**config.mk**
```make
export PLATFORM = sky130hd
export DESIGN_NAME = whack_round_engine
export DESIGN_NICKNAME = d
export VERILOG_FILES = /design/src/rtl/whack_pkg.sv /design/src/rtl/whack_lfsr.sv /design/src/rtl/whack_round_engine.sv
export SDC_FILE = /design/constraint.sdc
export NUM_CORES = 1
export LEC_CHECK = 0
export BUFFER_PORTS_ARGS = -buffer_cell sky130_fd_sc_hd__buf_2
export CAP_MARGIN = 0
export CORE_MARGIN = 2
export CORE_UTILIZATION = 35
export CTS_CLUSTER_DIAMETER = 120
export CTS_CLUSTER_SIZE = 30
export DETAILED_ROUTE_END_ITERATION = 8
export SYNTH_ARGS = -nofsm -noshare
export SYNTH_HDL_FRONTEND = slang
export SYNTH_SLANG_ARGS = --single-unit
```
**constraint.sdc**
```tcl
create_clock -name systemClock -period 2.6 [get_ports systemClock]
set_input_delay 0.13 -clock systemClock [delete_from_list [all_inputs] [get_ports systemClock]]
set_output_delay 0.13 -clock systemClock [all_outputs]
set_load 0.02 [all_outputs]
```
**src/rtl/whack_pkg.sv**
```systemverilog
// Shared types and constants for the whack-a-mole round engine.
package whack_pkg;

  // Round-engine states.
  typedef enum logic [2:0] {
    ST_IDLE,
    ST_ARM,
    ST_UP,
    ST_HIT,
    ST_MISS,
    ST_OVER
  } state_t;

  // 16-bit Fibonacci LFSR, taps 16,14,13,11. In right-shift form the
  // feedback is bit0 ^ bit2 ^ bit3 ^ bit5.
  localparam int              LFSR_W        = 16;
  localparam logic [15:0]     LFSR_TAP_MASK = 16'h002D;

  // Width of a counter that must hold 0..div-1 (at least one bit).
  function automatic int tick_cnt_w(input int div);
    return (div <= 2) ? 1 : $clog2(div);
  endfunction

endpackage

```
**src/rtl/whack_lfsr.sv**
```systemverilog
// Free-running 16-bit Fibonacci LFSR; exposes its low bits as a random index.
module whack_lfsr
  import whack_pkg::*;
#(
  parameter logic [LFSR_W-1:0] SEED  = 16'hACE1,
  parameter int                OUT_W = 2
) (
  input  logic             clk,
  input  logic             rst,
  output logic [OUT_W-1:0] rnd_bits
);

  // A zero seed would lock the register, so fall back to 1.
  localparam logic [LFSR_W-1:0] SEED_SAFE = (SEED == '0) ? 16'h0001 : SEED;

  logic [LFSR_W-1:0] lfsr_reg;
  logic              feedback;

  assign feedback = ^(lfsr_reg & LFSR_TAP_MASK);

  // Shift every cycle from reset onward.
  always_ff @(posedge clk or posedge rst) begin
    if (rst) begin
      lfsr_reg <= SEED_SAFE;
    end else begin
      lfsr_reg <= {feedback, lfsr_reg[LFSR_W-1:1]};
    end
  end

  assign rnd_bits = lfsr_reg[OUT_W-1:0];

endmodule

```
**src/rtl/whack_round_engine.sv**
```systemverilog
// Whack-a-mole game-round engine: picks a mole, runs a shrinking response
// window, scores hits and counts misses up to game over.
module whack_round_engine
  import whack_pkg::*;
#(
  parameter int          N_HOLES    = 4,
  parameter int          SCORE_W    = 4,
  parameter int          TICK_DIV   = 50_000_000,
  parameter int          T_INIT     = 9,
  parameter int          T_MIN      = 2,
  parameter int          MAX_MISSES = 3,
  parameter logic [15:0] LFSR_SEED  = 16'hACE1
) (
  input  logic                       systemClock,
  input  logic                       reset,
  input  logic                       start,
  input  logic                       key_valid,
  input  logic [$clog2(N_HOLES)-1:0] key_idx,
  output logic [N_HOLES-1:0]         mole,
  output logic [3:0]                 timer,
  output logic [SCORE_W-1:0]         score,
  output logic [3:0]                 misses,
  output logic                       hit_pulse,
  output logic                       miss_pulse,
  output logic                       game_over
);

  localparam int                   IDX_W     = $clog2(N_HOLES);
  localparam int                   CNT_W     = tick_cnt_w(TICK_DIV);
  localparam logic [CNT_W-1:0]     TICK_LAST = CNT_W'(TICK_DIV - 1);
  localparam logic [SCORE_W-1:0]   SCORE_MAX = '1;
  localparam logic [3:0]           WIN_INIT  = 4'(T_INIT);
  localparam logic [3:0]           WIN_MIN   = 4'(T_MIN);
  localparam logic [3:0]           MISS_LIM  = 4'(MAX_MISSES);

  state_t             state_reg, state_next;
  logic [3:0]         window_reg, window_next;
  logic [3:0]         timer_reg, timer_next;
  logic [CNT_W-1:0]   tick_cnt_reg, tick_cnt_next;
  logic [SCORE_W-1:0] score_reg, score_next;
  logic [3:0]         misses_reg, misses_next;
  logic [IDX_W-1:0]   idx_reg, idx_next;
  logic [IDX_W-1:0]   raw_idx;
  logic               tick;

  whack_lfsr #(
    .SEED  (LFSR_SEED),
    .OUT_W (IDX_W)
  ) u_lfsr (
    .clk      (systemClock),
    .rst      (reset),
    .rnd_bits (raw_idx)
  );

  assign tick = (tick_cnt_reg == TICK_LAST);

  // State and datapath registers; idx_reg doubles as the previous-mole memory.
  always_ff @(posedge systemClock or posedge reset) begin
    if (reset) begin
      state_reg    <= ST_IDLE;
      window_reg   <= WIN_INIT;
      timer_reg    <= '0;
      tick_cnt_reg <= '0;
      score_reg    <= '0;
      misses_reg   <= '0;
      idx_reg      <= '0;
    end else begin
      state_reg    <= state_next;
      window_reg   <= window_next;
      timer_reg    <= timer_next;
      tick_cnt_reg <= tick_cnt_next;
      score_reg    <= score_next;
      misses_reg   <= misses_next;
      idx_reg      <= idx_next;
    end
  end

  // Next-state logic; score/misses/window update on leaving UP so they are
  // already valid while the hit/miss pulse is high.
  always_comb begin
    state_next    = state_reg;
    window_next   = window_reg;
    timer_next    = timer_reg;
    tick_cnt_next = tick_cnt_reg;
    score_next    = score_reg;
    misses_next   = misses_reg;
    idx_next      = idx_reg;

    case (state_reg)
      ST_IDLE, ST_OVER: begin
        if (start) begin
          state_next  = ST_ARM;
          score_next  = '0;
          misses_next = '0;
          window_next = WIN_INIT;
        end
      end

      ST_ARM: begin
        // Never show the same hole twice in a row.
        idx_next      = (raw_idx == idx_reg) ? raw_idx + IDX_W'(1) : raw_idx;
        timer_next    = window_reg;
        tick_cnt_next = '0;
        state_next    = ST_UP;
      end

      ST_UP: begin
        tick_cnt_next = tick ? '0 : tick_cnt_reg + CNT_W'(1);
        if (key_valid) begin
          // A key press takes priority over a coincident final tick.
          if (key_idx == idx_reg) begin
            state_next  = ST_HIT;
            score_next  = (score_reg == SCORE_MAX) ? score_reg : score_reg + SCORE_W'(1);
            window_next = (window_reg > WIN_MIN) ? window_reg - 4'd1 : WIN_MIN;
          end else begin
            state_next  = ST_MISS;
            misses_next = misses_reg + 4'd1;
          end
        end else if (tick) begin
          timer_next = timer_reg - 4'd1;
          if (timer_reg == 4'd1) begin
            state_next  = ST_MISS;
            misses_next = misses_reg + 4'd1;
          end
        end
      end

      ST_HIT: begin
        state_next = ST_ARM;
      end

      ST_MISS: begin
        state_next = (misses_reg == MISS_LIM) ? ST_OVER : ST_ARM;
      end

      default: begin
        state_next = ST_IDLE;
      end
    endcase
  end

  // One-hot mole decode, only while the mole is up.
  genvar gi;
  generate
    for (gi = 0; gi < N_HOLES; gi++) begin : g_mole
      assign mole[gi] = (state_reg == ST_UP) && (idx_reg == IDX_W'(gi));
    end
  endgenerate

  assign timer      = timer_reg;
  assign score      = score_reg;
  assign misses     = misses_reg;
  assign hit_pulse  = (state_reg == ST_HIT);
  assign miss_pulse = (state_reg == ST_MISS);
  assign game_over  = (state_reg == ST_OVER);

endmodule

```
# Yosys cells after proc, flatten, opt, wreduce, memory -nomap -nowiden
# Cells that the tools add are included.
totals:
  regBits: 63
  in_bits: 6
  out_inout_bits: 19
  word_cells: 81
op_classes:
  n_addsub: 6
  n_lt_le_gt_ge: 1
  n_eq_ne: 23
  muxes: 28
  reduce_logical: 15
ops:
  columns: ["op", "n"]
  rows:
  - ["$mux W4", 14]
  - ["$pmux W26 S2", 1]
  - ["$pmux W4 S2", 4]
  - ["$add A26 B1 Y26 const B", 1]
  - ["$eq A26 B26 Y1 const B", 1]
  - ["$mux W26", 1]
  - ["$mux W3", 6]
  - ["$reduce_xor A16 Y1", 1]
  - ["$pmux W3 S5", 1]
  - ["$ne A2 B2 Y1 const B", 6]
  - ["$reduce_and A5 Y1", 2]
  - ["$ne A3 B3 Y1 const B", 3]
  - ["$add A4 B1 Y4 const B", 2]
  - ["$sub A4 B1 Y4 const B", 2]
  - ["$eq A3 B2 Y1 const B", 2]
  - ["$eq A3 B3 Y1 const B", 2]
  - ["$reduce_and A3 Y1", 2]
  - ["$eq A2 B2 Y1", 2]
  - ["$eq A2 B2 Y1 const B", 2]
  - ["$eq A4 B1 Y1 const B", 1]
  - ["$eq A4 B2 Y1 const B", 1]
  - ["$eq A4 B4 Y1 const B", 1]
  - ["$gt A4 B2 Y1 const B", 1]
  - ["$logic_and A1 B1 Y1", 4]
  - ["other kinds (9)", 10]

# Depth between registers and ports, before layout
depth:
  word_depth: 5
  ltp_mapped: 7
  ltp_nobuf: 7

# By module
# Synthesis repeated with hierarchy kept, for this count alone.
unflattened:
  hier_cells: 352
  area_unflattened_um2: 3298.2
modules_own_cells:
  columns: ["mod", "instances", "cells_each", "area_per_inst_um2", "seq_area_each_um2"]
  rows:
  - ["whack_round_engine", 1, 330, 2842.7, 1178.6]
  - ["whack_lfsr", 1, 22, 455.4, 410.4]

# Least setup slack after synthesis
# OpenSTA, ideal clock, no wires.
synth_timing:
  kind: "reg2out"
  startpoint: "reg state_reg[2]"
  endpoint: "out mole[1]"
  arrival_ns: 1.769
  required_ns: 2.470
  slack_ns: 0.701
  path_stages_with_launch: 6
  n_path_buf: 3
  cell_sequence: "dfrtp_1 buf_2 or3b_1 buf_2 clkbuf_1 nor3b_1"
synth_via:
  elab_chain_len: 2
synth_rtl:
  columns: ["element", "line", "text"]
  rows:
  - ["start: declaration", "whack_round_engine.sv:36", "state_t state_reg, state_next;"]
  - ["start signal: assignment", "whack_round_engine.sv:68", "state_reg <= state_next;"]
  - ["$eq A3 B2 Y1", "whack_round_engine.sv:146", "assign mole[gi] = (state_reg == ST_UP) && (idx_reg == IDX_W'(gi));"]
  - ["$logic_and A1 B1 Y1", "whack_round_engine.sv:146", null]
  - ["end: declaration", "whack_round_engine.sv:19", "output logic [N_HOLES-1:0] mole,"]
# No other way between the ends.

# Worst setup path after layout
# Ends and elaborated chain as after synthesis.

==> flow_metrics.env <==
export IMPL_num_antenna_cells=0
export IMPL_async_reset_ff_share_pct=100.0
export IMPL_crit_required_ns=2.47
export IMPL_worst_slew_pin_slew_ns=0.8041
export IMPL_initial_core_util_pct=36.28
export IMPL_drt_wl_total_mm=7.589
export IMPL_die_area_sq_um=10470
export IMPL_dr_pass1_iters=4
export IMPL_vias_per_cell=5.379
export IMPL_p_comb_share_pct=34.4
export IMPL_coreArea_sq_um=9328
export IMPL_path_buf_inv=2
export IMPL_ios=25
export IMPL_final_cell_mix="53 x dfrtp_1, 31 x nand2_1, 24 x buf_2"
export IMPL_cp_arrival_ns=2.04
export IMPL_relSlewSlack_pct=46.39
export IMPL_htreeDepth=3
export IMPL_grt_start_max_net_pins=64
export IMPL_num_vias=2738
export IMPL_setup_viol=0
export IMPL_largest_reg_flops=26
export IMPL_syn_avg_cell_area_sq_um=9.810
export IMPL_intPower_w=0.002070
export IMPL_reg2reg_depth=6
export IMPL_cellPowerDensity_nw_per_um2=884.1
export IMPL_fin_skew_ns=0.01219
export IMPL_critPathMaxStageDelay_ns=0.59
export IMPL_finalCritPeriodShare_pct=83.57
export IMPL_cts_buffer_depth=2
export IMPL_drv_cap=0
export IMPL_switching_share_pct=39.71
export IMPL_gp_congestion=0.8091
export IMPL_clock_sinks=63
export IMPL_post_route_min_period_ns=2.173
export IMPL_syn_nets=358
export IMPL_dr_first_iter_drc_count=154
export IMPL_final_core_util_pct=41.62
export IMPL_final_max_slew_violation_count=0
export IMPL_synth_top_area_share_pct=39.19
export IMPL_drc=0
export IMPL_setup_worst_path_start_class="flop"
export IMPL_synth_cells=345
export IMPL_synth_top_area_cell="dfrtp_1"
export IMPL_antenna_found_initial=0
export IMPL_io_buffers=24
export IMPL_hpwlAfterDp_mm=5.169
export IMPL_grt_setup_unrepaired="no"
export IMPL_cts_setup_buffers=0
export IMPL_failed_checks="negative hold slack"
export IMPL_synth_enable_flop_cells=0
export IMPL_overflow=0
export IMPL_finalHoldViolations=1
export IMPL_antenna_left=0
export IMPL_cts_tree="yes"
export IMPL_p_switching_w=0.001363
export IMPL_pwr_share_seq_pct=37.0
export IMPL_crit_fanout=10
export IMPL_critPathCaptureType="output port"
export IMPL_fin_nets=388
export IMPL_synth_area_sq_um=3384
export IMPL_layout_drive_gt1_share_pct=21.58
export IMPL_grt_pass1_wl_mm=12.94
export IMPL_cts_reportedPaths_clkPinSlew_ns=0.08
export IMPL_peakVddDrop_mv=0.4302
export IMPL_ctsResizeCount=0
export IMPL_synthTopCellsByArea="dfrtp_1 39%, dfstp_2 7.8%, nand2_1 3.4%"
export IMPL_leakage_nw=1.712
export IMPL_track_usage_pct=16.01
export IMPL_fin_setup_tns_ns=0
export IMPL_cts_buffers=9
export IMPL_path_cells="or3b_1, buf_4, nor3b_1, buf_2"
export IMPL_die_w_um=102.3
export IMPL_clkLatencyLatePin_ns=0.35
export IMPL_synth_cell_types=66
export IMPL_seq_area_frac_synth_pct=46.95
export IMPL_crit_family="simple AND/OR/NAND/NOR gates"
export IMPL_status="finished, violations left"
export IMPL_area_growth_pct=14.71
export IMPL_worstSetupPathDepth=4
export IMPL_hold_slack_ns=-0.0003239
export IMPL_fmax_ghz=0.4602
export IMPL_synth_seq_cells=63
export IMPL_ctsHoldBuffers=0
export IMPL_final_cell_area_sq_um=3882
export IMPL_p_clk_share_pct=28.6
export IMPL_grt_pass1_vias=2615
export IMPL_synth_warnings=0
export IMPL_holdCritPathClass="in2async"
export IMPL_clock_tree_root_cell="clkbuf_8"
export IMPL_cp_slowest_cell="or3b_1"
export IMPL_dpl_instance_area_sq_um=3656
export IMPL_final_common_cell="dfrtp_1"
export IMPL_die_y_um=102.3
export IMPL_wl_per_cell_um=14.91
export IMPL_num_rows=35
export IMPL_criticalPathCategory="reg2out"
export IMPL_synth_top_flop_cell="dfrtp_1"
==> final timing paths <==
kind                               startpoint                 end  slack, ns
setup reg to reg              tick_cnt_reg[0]    tick_cnt_reg[15]       0.45
min in group systemClock                start        state_reg[0]       0.12
setup / recovery                 state_reg[2]             mole[1]       0.43
hold reg to reg            u_lfsr.lfsr_reg[9]  u_lfsr.lfsr_reg[8]       0.36
max in group asynchronous               reset     tick_cnt_reg[9]       2.07
hold / removal                          reset     tick_cnt_reg[5]    -0.0003
==> stage by stage <==
stage	setup WS, ns	total power (W)	std cells
final	0.4271	0.003433	509
after global routing	0.2499	0.003675	509
after CTS	0.4124	0.003469	509
after detailed placement	0.4526	0.002474	493
after global placement	0.5433	0.002449	493
after floorplan	0.7005	0.002119	345
==> Yosys cell counts (5+ instances only) <==
cell type and number:
nand3_1 17, a31oi_1 15, dfstp_2 10, a41oi_1 6, o21ai_1 6, nor2_1 21
xnor2_1 8, nand2b_1 6, dfrtp_1 53, nor3_1 12, o21ai_0 14, ha_1 7
buf_2 8, and4_1 6, o21bai_1 5, inv_1 18, nand2_1 31, and3_1 8
a21oi_1 18, nand4_1 9
==> worst min-delay path, delay by kind of cell <==
family | cells | cell delay, ns
buf+inv | 3 | 0.74
==> layout make-up <==
type | count | area (sq um)
clock buffer | 9 | 123.9
clock inverter | 7 | 102.6
fill | 906 | 5445
inverter | 19 | 71.32
multi-input combinational | 249 | 1647
sequential | 63 | 1589
tap | 129 | 161.4
timing repair buffer | 33 | 187.7
==> routing by layer <==
| metal | GRT usage, % | wire (um) |
|---|---|---|
| met5 | 0 | 0 |
| met4 | 5.641 | 93 |
| met3 | 4.720 | 319 |
| met2 | 24.49 | 3590 |
| met1 | 21.68 | 3585 |
==> logic make-up after synthesis <==
group	Yosys count	share of synthesized area (%)
AO/OA/AOI/OAI	86	17.12
adder cells (fa/ha/maj)	7	2.588
AND/OR/NAND/NOR	143	25.40
flip-flops	63	46.95
buffers and inverters	33	4.399
XOR/XNOR	9	2.329
multiplexers	4	1.220
==> power by group through the flow <==
| stage | logic, W | registers (W) | clock network, W |
|---|---|---|---|
| floorplan | 0.000827 | 0.00129 | 0 |
| global placement | 0.00117 | 0.00128 | 0 |
| detailed placement | 0.00118 | 0.00129 | 0 |
| CTS | 0.00119 | 0.00127 | 0.00101 |
| global route | 0.00133 | 0.00130 | 0.00105 |
| finish | 0.00118 | 0.00127 | 0.000981 |
Power figures use the tool's default switching activity.
